--- config.mk ---
export PLATFORM = sky130hd
export DESIGN_NAME = mem_wb_stage
export DESIGN_NICKNAME = d
export VERILOG_FILES = /design/src/rtl/mem_wb_stage.sv
export SDC_FILE = /design/constraint.sdc
export NUM_CORES = 1
export LEC_CHECK = 0
export ABC_AREA = 1
export CAP_MARGIN = 20
export CORE_MARGIN = 4
export CORE_UTILIZATION = 45
export CTS_BUF_LIST = sky130_fd_sc_hd__clkbuf_4 sky130_fd_sc_hd__clkbuf_8
export CTS_CLUSTER_DIAMETER = 50
export DETAILED_ROUTE_END_ITERATION = 12
export DONT_BUFFER_PORTS = 1
export SKIP_LAST_GASP = 1
export SLEW_MARGIN = 30
export SYNTH_ARGS = -nofsm -noshare
export SYNTH_HDL_FRONTEND = slang
export SYNTH_SLANG_ARGS = --single-unit
--- constraint.sdc ---
create_clock -name clk -period 2.4 [get_ports clk]
set_input_delay 0.36 -clock clk [delete_from_list [all_inputs] [get_ports clk]]
set_output_delay 0.36 -clock clk [all_outputs]
set_load 0.01 [all_outputs]
--- src/rtl/mem_wb_stage.sv ---
// MEM/WB pipeline stage: issues one data-memory access per instruction, stalls upstream
// until the memory answers or a timeout expires, then registers the writeback payload.
module mem_wb_stage #(
    parameter int TIMEOUT = 64
) (
    input  logic        clk,
    input  logic        rst_n,
    input  logic        in_valid,
    input  logic [15:0] in_incPC,
    input  logic [15:0] in_aluResult,
    input  logic [15:0] in_writeData,
    input  logic [15:0] in_inst7_0Ext,
    input  logic [15:0] in_aluControl,
    input  logic [2:0]  in_writeBackOp,
    input  logic [2:0]  in_writeReg,
    input  logic        in_memRead,
    input  logic        in_memWrite,
    input  logic        in_regWrite,
    input  logic        in_halt,
    output logic [15:0] mem_addr,
    output logic [15:0] mem_wdata,
    output logic        mem_rd,
    output logic        mem_wr,
    input  logic        mem_stall,
    input  logic        mem_done,
    input  logic [15:0] mem_rdata,
    input  logic        mem_err,
    output logic        stall_out,
    output logic        wb_valid,
    output logic        wb_regWrite,
    output logic        wb_halt,
    output logic        err,
    output logic [2:0]  wb_writeBackOp,
    output logic [2:0]  wb_writeReg,
    output logic [15:0] wb_incPC,
    output logic [15:0] wb_dReadData,
    output logic [15:0] wb_aluResult,
    output logic [15:0] wb_inst7_0Ext,
    output logic [15:0] wb_aluControl
);

    typedef enum logic {
        IDLE = 1'b0,
        WAIT = 1'b1
    } state_t;

    localparam logic [6:0] CNT_LAST = 7'(TIMEOUT - 1);

    state_t      state_q, state_d;
    logic [6:0]  cnt_q, cnt_d;

    logic        wb_valid_q, wb_valid_d;
    logic        wb_regWrite_q, wb_regWrite_d;
    logic        wb_halt_q, wb_halt_d;
    logic        err_q, err_d;
    logic [2:0]  wb_writeBackOp_q, wb_writeBackOp_d;
    logic [2:0]  wb_writeReg_q, wb_writeReg_d;
    logic [15:0] wb_incPC_q, wb_incPC_d;
    logic [15:0] wb_dReadData_q, wb_dReadData_d;
    logic [15:0] wb_aluResult_q, wb_aluResult_d;
    logic [15:0] wb_inst7_0Ext_q, wb_inst7_0Ext_d;
    logic [15:0] wb_aluControl_q, wb_aluControl_d;

    logic mem_op, illegal, issue, stall, load, kill_wr, err_set, take_rdata;

    assign mem_op  = in_valid & (in_memRead | in_memWrite);
    assign illegal = in_aluResult[0] | (in_memRead & in_memWrite);

    always_comb begin
        state_d    = state_q;
        cnt_d      = cnt_q;
        issue      = 1'b0;
        stall      = 1'b0;
        load       = 1'b0;
        kill_wr    = 1'b0;
        err_set    = 1'b0;
        take_rdata = 1'b0;
        case (state_q)
            IDLE: begin
                if (mem_op && !illegal) begin
                    stall = 1'b1;
                    if (!mem_stall) begin
                        issue   = 1'b1;
                        state_d = WAIT;
                        cnt_d   = 7'd0;
                    end
                end else begin
                    // Unaligned or contradictory accesses complete at once, flagged as errors
                    load    = 1'b1;
                    kill_wr = mem_op;
                    err_set = mem_op;
                end
            end
            WAIT: begin
                if (mem_done) begin
                    load       = 1'b1;
                    take_rdata = in_memRead;
                    err_set    = mem_err;
                    state_d    = IDLE;
                    cnt_d      = 7'd0;
                end else if (cnt_q == CNT_LAST) begin
                    load    = 1'b1;
                    kill_wr = 1'b1;
                    err_set = 1'b1;
                    state_d = IDLE;
                    cnt_d   = 7'd0;
                end else begin
                    stall = 1'b1;
                    cnt_d = cnt_q + 7'd1;
                end
            end
            default: begin
                state_d = IDLE;
                cnt_d   = 7'd0;
            end
        endcase
    end

    // Payload fields hold during a bubble; only the qualifying flags are forced low
    always_comb begin
        wb_valid_d       = 1'b0;
        wb_regWrite_d    = 1'b0;
        wb_halt_d        = 1'b0;
        err_d            = 1'b0;
        wb_writeBackOp_d = wb_writeBackOp_q;
        wb_writeReg_d    = wb_writeReg_q;
        wb_incPC_d       = wb_incPC_q;
        wb_dReadData_d   = wb_dReadData_q;
        wb_aluResult_d   = wb_aluResult_q;
        wb_inst7_0Ext_d  = wb_inst7_0Ext_q;
        wb_aluControl_d  = wb_aluControl_q;
        if (load) begin
            wb_valid_d       = in_valid;
            wb_regWrite_d    = in_regWrite & ~kill_wr;
            wb_halt_d        = in_halt;
            err_d            = err_set;
            wb_writeBackOp_d = in_writeBackOp;
            wb_writeReg_d    = in_writeReg;
            wb_incPC_d       = in_incPC;
            wb_dReadData_d   = take_rdata ? mem_rdata : 16'h0000;
            wb_aluResult_d   = in_aluResult;
            wb_inst7_0Ext_d  = in_inst7_0Ext;
            wb_aluControl_d  = in_aluControl;
        end
    end

    always_ff @(posedge clk) begin
        if (!rst_n) begin
            state_q          <= IDLE;
            cnt_q            <= 7'd0;
            wb_valid_q       <= 1'b0;
            wb_regWrite_q    <= 1'b0;
            wb_halt_q        <= 1'b0;
            err_q            <= 1'b0;
            wb_writeBackOp_q <= 3'd0;
            wb_writeReg_q    <= 3'd0;
            wb_incPC_q       <= 16'h0000;
            wb_dReadData_q   <= 16'h0000;
            wb_aluResult_q   <= 16'h0000;
            wb_inst7_0Ext_q  <= 16'h0000;
            wb_aluControl_q  <= 16'h0000;
        end else begin
            state_q          <= state_d;
            cnt_q            <= cnt_d;
            wb_valid_q       <= wb_valid_d;
            wb_regWrite_q    <= wb_regWrite_d;
            wb_halt_q        <= wb_halt_d;
            err_q            <= err_d;
            wb_writeBackOp_q <= wb_writeBackOp_d;
            wb_writeReg_q    <= wb_writeReg_d;
            wb_incPC_q       <= wb_incPC_d;
            wb_dReadData_q   <= wb_dReadData_d;
            wb_aluResult_q   <= wb_aluResult_d;
            wb_inst7_0Ext_q  <= wb_inst7_0Ext_d;
            wb_aluControl_q  <= wb_aluControl_d;
        end
    end

    assign mem_rd    = rst_n & issue & in_memRead;
    assign mem_wr    = rst_n & issue & in_memWrite;
    assign mem_addr  = (rst_n & issue) ? in_aluResult : 16'h0000;
    assign mem_wdata = (rst_n & issue) ? in_writeData : 16'h0000;
    assign stall_out = rst_n & stall;

    assign wb_valid       = wb_valid_q;
    assign wb_regWrite    = wb_regWrite_q;
    assign wb_halt        = wb_halt_q;
    assign err            = err_q;
    assign wb_writeBackOp = wb_writeBackOp_q;
    assign wb_writeReg    = wb_writeReg_q;
    assign wb_incPC       = wb_incPC_q;
    assign wb_dReadData   = wb_dReadData_q;
    assign wb_aluResult   = wb_aluResult_q;
    assign wb_inst7_0Ext  = wb_inst7_0Ext_q;
    assign wb_aluControl  = wb_aluControl_q;

endmodule
### Yosys cells after proc, flatten, opt, wreduce, memory -nomap -nowiden

Cells that the tools add are included.

| word-level totals | value |
|---|---|
| register bits after elaboration | 98 |
| bits in latches | 0 |
| memory bits (writable) | 0 |
| ROM bits | 0 |
| input port bits | 112 |
| memories | 0 |

| operators by class | value |
|---|---|
| add/sub/neg operators | 1 |
| multipliers | 0 |
| div/mod/pow operators | 0 |
| magnitude comparators | 0 |
| equal/unequal tests | 3 |
| shifts and indexed selects | 0 |
| muxes and demuxes | 27 |
| bitwise gates (word level) | 11 |
| reductions and logical operators | 4 |

Operator list:

| operator | count |
|---|---|
| two-way mux 16 bit | 3 |
| two-way mux 7 bit | 4 |
| two-way mux 1 bit | 14 |
| one-hot mux 7 bit (2 select lines) | 1 |
| one-hot mux 1 bit (2 select lines) | 5 |
| adder 7 x 1 -> 7 bit, second input constant | 1 |
| AND 1 bit | 7 |
| == test 7 x 6 -> 1 bit, second input constant | 1 |
| inequality test 2 bit, second input constant | 2 |
| AND reduction 2 bit | 2 |
| inverter 1 bit | 2 |
| bitwise OR 1 bit | 2 |
| logical AND 1 bit | 1 |
| logical NOT 1 bit | 1 |

### Logic depth before layout (Yosys ltp)

| logic depth | value |
|---|---|
| depth after elaboration | 8 |
| mapped depth | 10 |
| gate-level depth less buffers | 7 |

### Least setup slack after synthesis

Ideal clock, no wire load.

| timing | value |
|---|---|
| path kind | in2out |
| from | input port in_memRead |
| to | output port mem_addr[10] |
| arrival time | 1.398 ns |
| data required time | 2.040 ns |
| setup slack | 0.642 ns |
| cell stages on the path | 7 |
| buffers on the path | 2 |
| cells stage by stage | buf_4 > a21oi_4 > nand3_2 > inv_2 > nand3_2 > buf_2 > nor2_1 |

| between the ends | value |
|---|---|
| longest elaborated chain between the ends | 8 |

Ends and longest elaborated chain:

| item | line | RTL |
|---|---|---|
| start, declared | 16 | `input logic in_memRead,` |
| AND 1 bit | 67 | `assign illegal = in_aluResult[0] \| (in_memRead & in_memWrite);` |
| bitwise OR 1 bit | 67 |  |
| logical NOT 1 bit | 80 | `if (mem_op && !illegal) begin` |
| logical AND 1 bit (*) | 80 |  |
| two-way mux 1 bit (*) | 80 |  |
| two-way mux 1 bit (*) | 78 | `case (state_q)` |
| AND 1 bit (*) | 181 | `assign mem_addr = (rst_n & issue) ? in_aluResult : 16'h0000;` |
| two-way mux 16 bit (*) | 181 |  |
| end, declared | 20 | `output logic [15:0] mem_addr,` |

Every way passes the cells marked *; elsewhere a longest branch is shown, timed or not.

### Worst setup path after layout

| timing | value |
|---|---|
| from | register state_q |
| to | output port mem_addr[12] |

| between the ends | value |
|---|---|
| longest elaborated chain between the ends | 3 |

Ends and longest elaborated chain:

| item | line | RTL |
|---|---|---|
| start, declared | 49 | `state_t state_q, state_d;` |
| start signal, assigned | 163 | `state_q <= state_d;` |
| two-way mux 1 bit | 78 |  |
| AND 1 bit | 181 |  |
| two-way mux 16 bit | 181 |  |

Every way passes these cells.

==> reports/qor.yml <==
run_status:
  status: "finished, final reports clean"
drt:
  route.met3.wl_um: 821
  wl_met1_um: 4107
  top_layer: "met4"
  wirelength_um: 10460
  drt-initial-drc-count: 162
  firstDrtPassIters: 5
  viasPerCell: 5.168
  antenna_left: 0
  drcViolationCount: 0
  vias: 3266
  wl_per_cell_um: 16.55
  met2_length_um: 5391
global_routing:
  grt_usage_pct: 17.89
  antenna_found_initial: 0
  grt_max_degree: 93
  overflow: 0
  grt_first_pass_wirelength_um: 16310
  grt_pass1_vias: 3110
cells_and_area:
  drive_gt1_share_pct: 23.66
  antenna_cells: 0
  fill_cells: 954
  fin_nets: 611
  regArea_sq_um: 1962
  stdcell_count: 632
  areaGrowthSynthToFinish_pct: 4.514
  multi_input_area_sq_um: 1813
logic_synthesis:
  ys_ff_latch: 98
  synth_area_per_cell_sq_um: 8.470
  synthTopCellsByArea: "dfxtp_1, nand3_2, o21ai_2"
  yosysWarnings: 0
  synth_cell_types: 29
  synthTopCellsByCount: "dfxtp_1, inv_1, nand3_1"
  yosysMostFrequentCell: "dfxtp_1"
  synth_ff_type: "dfxtp_1"
  syn_nets: 630
  synth_top_area_share_pct: 44.80
  synth_top_area_cell: "dfxtp_1"
  synth_cells: 517
  synthArstFlopShare_pct: 0
  ys_seq_area_share_pct: 44.80
  synth_edf_count: 0
  synthesis.area_sq_um: 4379
setup_path:
  critical_path_class: "flip-flop to output port"
  worstPathRequired_ps: 2040
  path_common_cell: "buf_4"
  path_cells: "inv_2, nand3_2, buf_4, nor2_1, buf_4"
  start_kind: "flip-flop"
  crit_buf_inv: 3
  end_kind: "output port"
  cp_data_arrival_time_ps: 1550
  rrSetupSlack_ps: 610
  worstPathMaxFanout: 33
  slowest_delay_ps: 400
  critPathSlowestCell: "dfxtp_1"
  path_delay_family: "buffers and inverters"
pwr:
  powerDensity_nw_per_um2: 690.9
  p_leak_uw: 0.001909
  ir_drop_mv: 0.2540
  power_uw: 3162
die:
  start_util_pct: 46.73
  die_w_um: 106.7
  die_y_um: 106.7
  core_region_area_sq_um: 9371
  num_rows: 35
  io_pins: 237
  dieArea_sq_um: 11370
timing:
  fin_tns_setup_ps: 0
  rsz0062_at_grt: "false"
  fmax_mhz: 524.4
  timing.final.max_slew_violations: 0
  setup_viol: 0
  worst_pin_slew_ps: 711.6
  period_minus_slack_ps: 1907
  fin_skew_ps: 16.53
  final-hold-violation-count: 0
  max-slew-margin-rel_pct: 52.56
  fin_crit_sh_pct: 79.46
clock_network:
  htree_levels: 3
  clockBufferDepth: 2
  clock-root-buffer: "clkbuf_8"
  insertion_delay_ps: 360
  holdBufCountCts: 0
  cts_made_buffers: 9
  cts.sinks: 98
  cts_tree: "yes"
  clkTransAtPathRegs_ps: 100
  cts-resized-gates: 0
  cts_setup_buffers: 0
flow_run:
  max_cap_violations: 0
placed_design:
  io_buffer_count: 0
  place.gp.congestion: 0.8253
  dp.cells: 616
  hpwlAfterDp_um: 7627
min_path:
  hold_class: "input port to flip-flop"
## placed cells by master (no fill, tap or decap)
| master | netlist | routed |
|---|---|---|
| dfxtp_1 | 98 | 98 |
| inv_1 | 96 | 96 |
| nand3_1 | 55 | 55 |
| nor2_1 | 44 | 44 |
| nand3_2 | 43 | 43 |
| o21ai_2 | 43 | 43 |
| o21ai_1 | 39 | 39 |
| nand4_1 | 16 | 16 |
| nand2_1 | 14 | 14 |
| a21oi_1 | 9 | 9 |
| clkbuf_8 | 0 | 9 |
| buf_4 | 3 | 8 |
| o21ai_0 | 7 | 7 |
| clkinv_4 | 0 | 4 |
| inv_2 | 3 | 3 |
| nand3_4 | 2 | 2 |
| xnor2_1 | 2 | 2 |
| nor2_4 | 1 | 1 |
| a21oi_4 | 1 | 1 |
| o21ai_4 | 1 | 1 |
| nand2_4 | 1 | 1 |
| o31ai_1 | 1 | 1 |
| and3_1 | 1 | 1 |
| ha_1 | 1 | 1 |
| conb_1 | 1 | 1 |
| inv_8 | 0 | 1 |
| inv_6 | 0 | 1 |
| bufinv_16 | 0 | 1 |
## logic make-up after synthesis
logic type                 count (synthesis)  share of synthesized area [%]
DFF                                       98                          44.80
buffers and inverters                    137                          13.80
and+or+nand+nor                          177                          24.83
adders and majority gates                  1                         0.2857
AOI/OAI and AO/OA                        101                          15.80
other                                      1                        0.08563
xor gates and xnor gates                   2                         0.4001
## stage by stage
step	utilization, %	area (sq um)	hold slack, ps	setup slack (ps)
after floorplan	-	4379	412.0	642.2
after global placement	46.61	4368	423.0	644.1
after detailed placement	46.61	4368	421.5	613.4
after CTS	48.84	4577	91.39	466.0
after global routing	48.84	4577	88.24	330.7
final	48.84	4577	114.2	493.0
## worst paths after layout
check,cells after the start,end,start
worst min-delay path,2,wb_halt,in_halt
worst max-delay path,5,mem_addr[12],state_q
worst min register to register,2,cnt_q[6],cnt_q[6]
worst max register to register,6,wb_aluControl[6],cnt_q[0]
## report_power, final
group | switching [uW] | leakage (uW) | internal, uW
logic | 159 | 0.000995 | 78.1
clock network | 593 | 0.000106 | 500
registers | 115 | 0.000808 | 1720
total | 867 | 0.00191 | 2290
## sequential cells by signal (all words and copies together), names as in the netlist, 3 cells and up
| signal | cells |
|---|---|
| wb_writeReg | 3 |
| wb_aluResult | 16 |
| wb_dReadData | 16 |
| cnt_q | 7 |
| wb_aluControl | 16 |
| wb_writeBackOp | 3 |
| wb_incPC | 16 |
| wb_inst7_0Ext | 16 |
## layer usage
metal	vias to the layer above	track usage (%)
met5	-	0
met4	0	5.662
met3	10	5.599
met2	135	30.44
met1	1488	21.53
li1	1633	-
## worst reg2reg max path, stage by stage, from the launching register on
cell and delay (ps):
dfxtp_1 390, ha_1 220, nand3_2 150, o21ai_4 270, nand3_4 90, buf_4 320, o21ai_1 280
## area by class of cell
class	count	area share [%]
multi-input cells	282	39.61
clock buffers	9	2.706
well taps	129	3.527
flip-flops and latches	98	42.86
clock inverters	7	1.859
inverters	99	8.119
repair buffers	8	1.312
No activity file was read; power rests on OpenSTA's default activity.
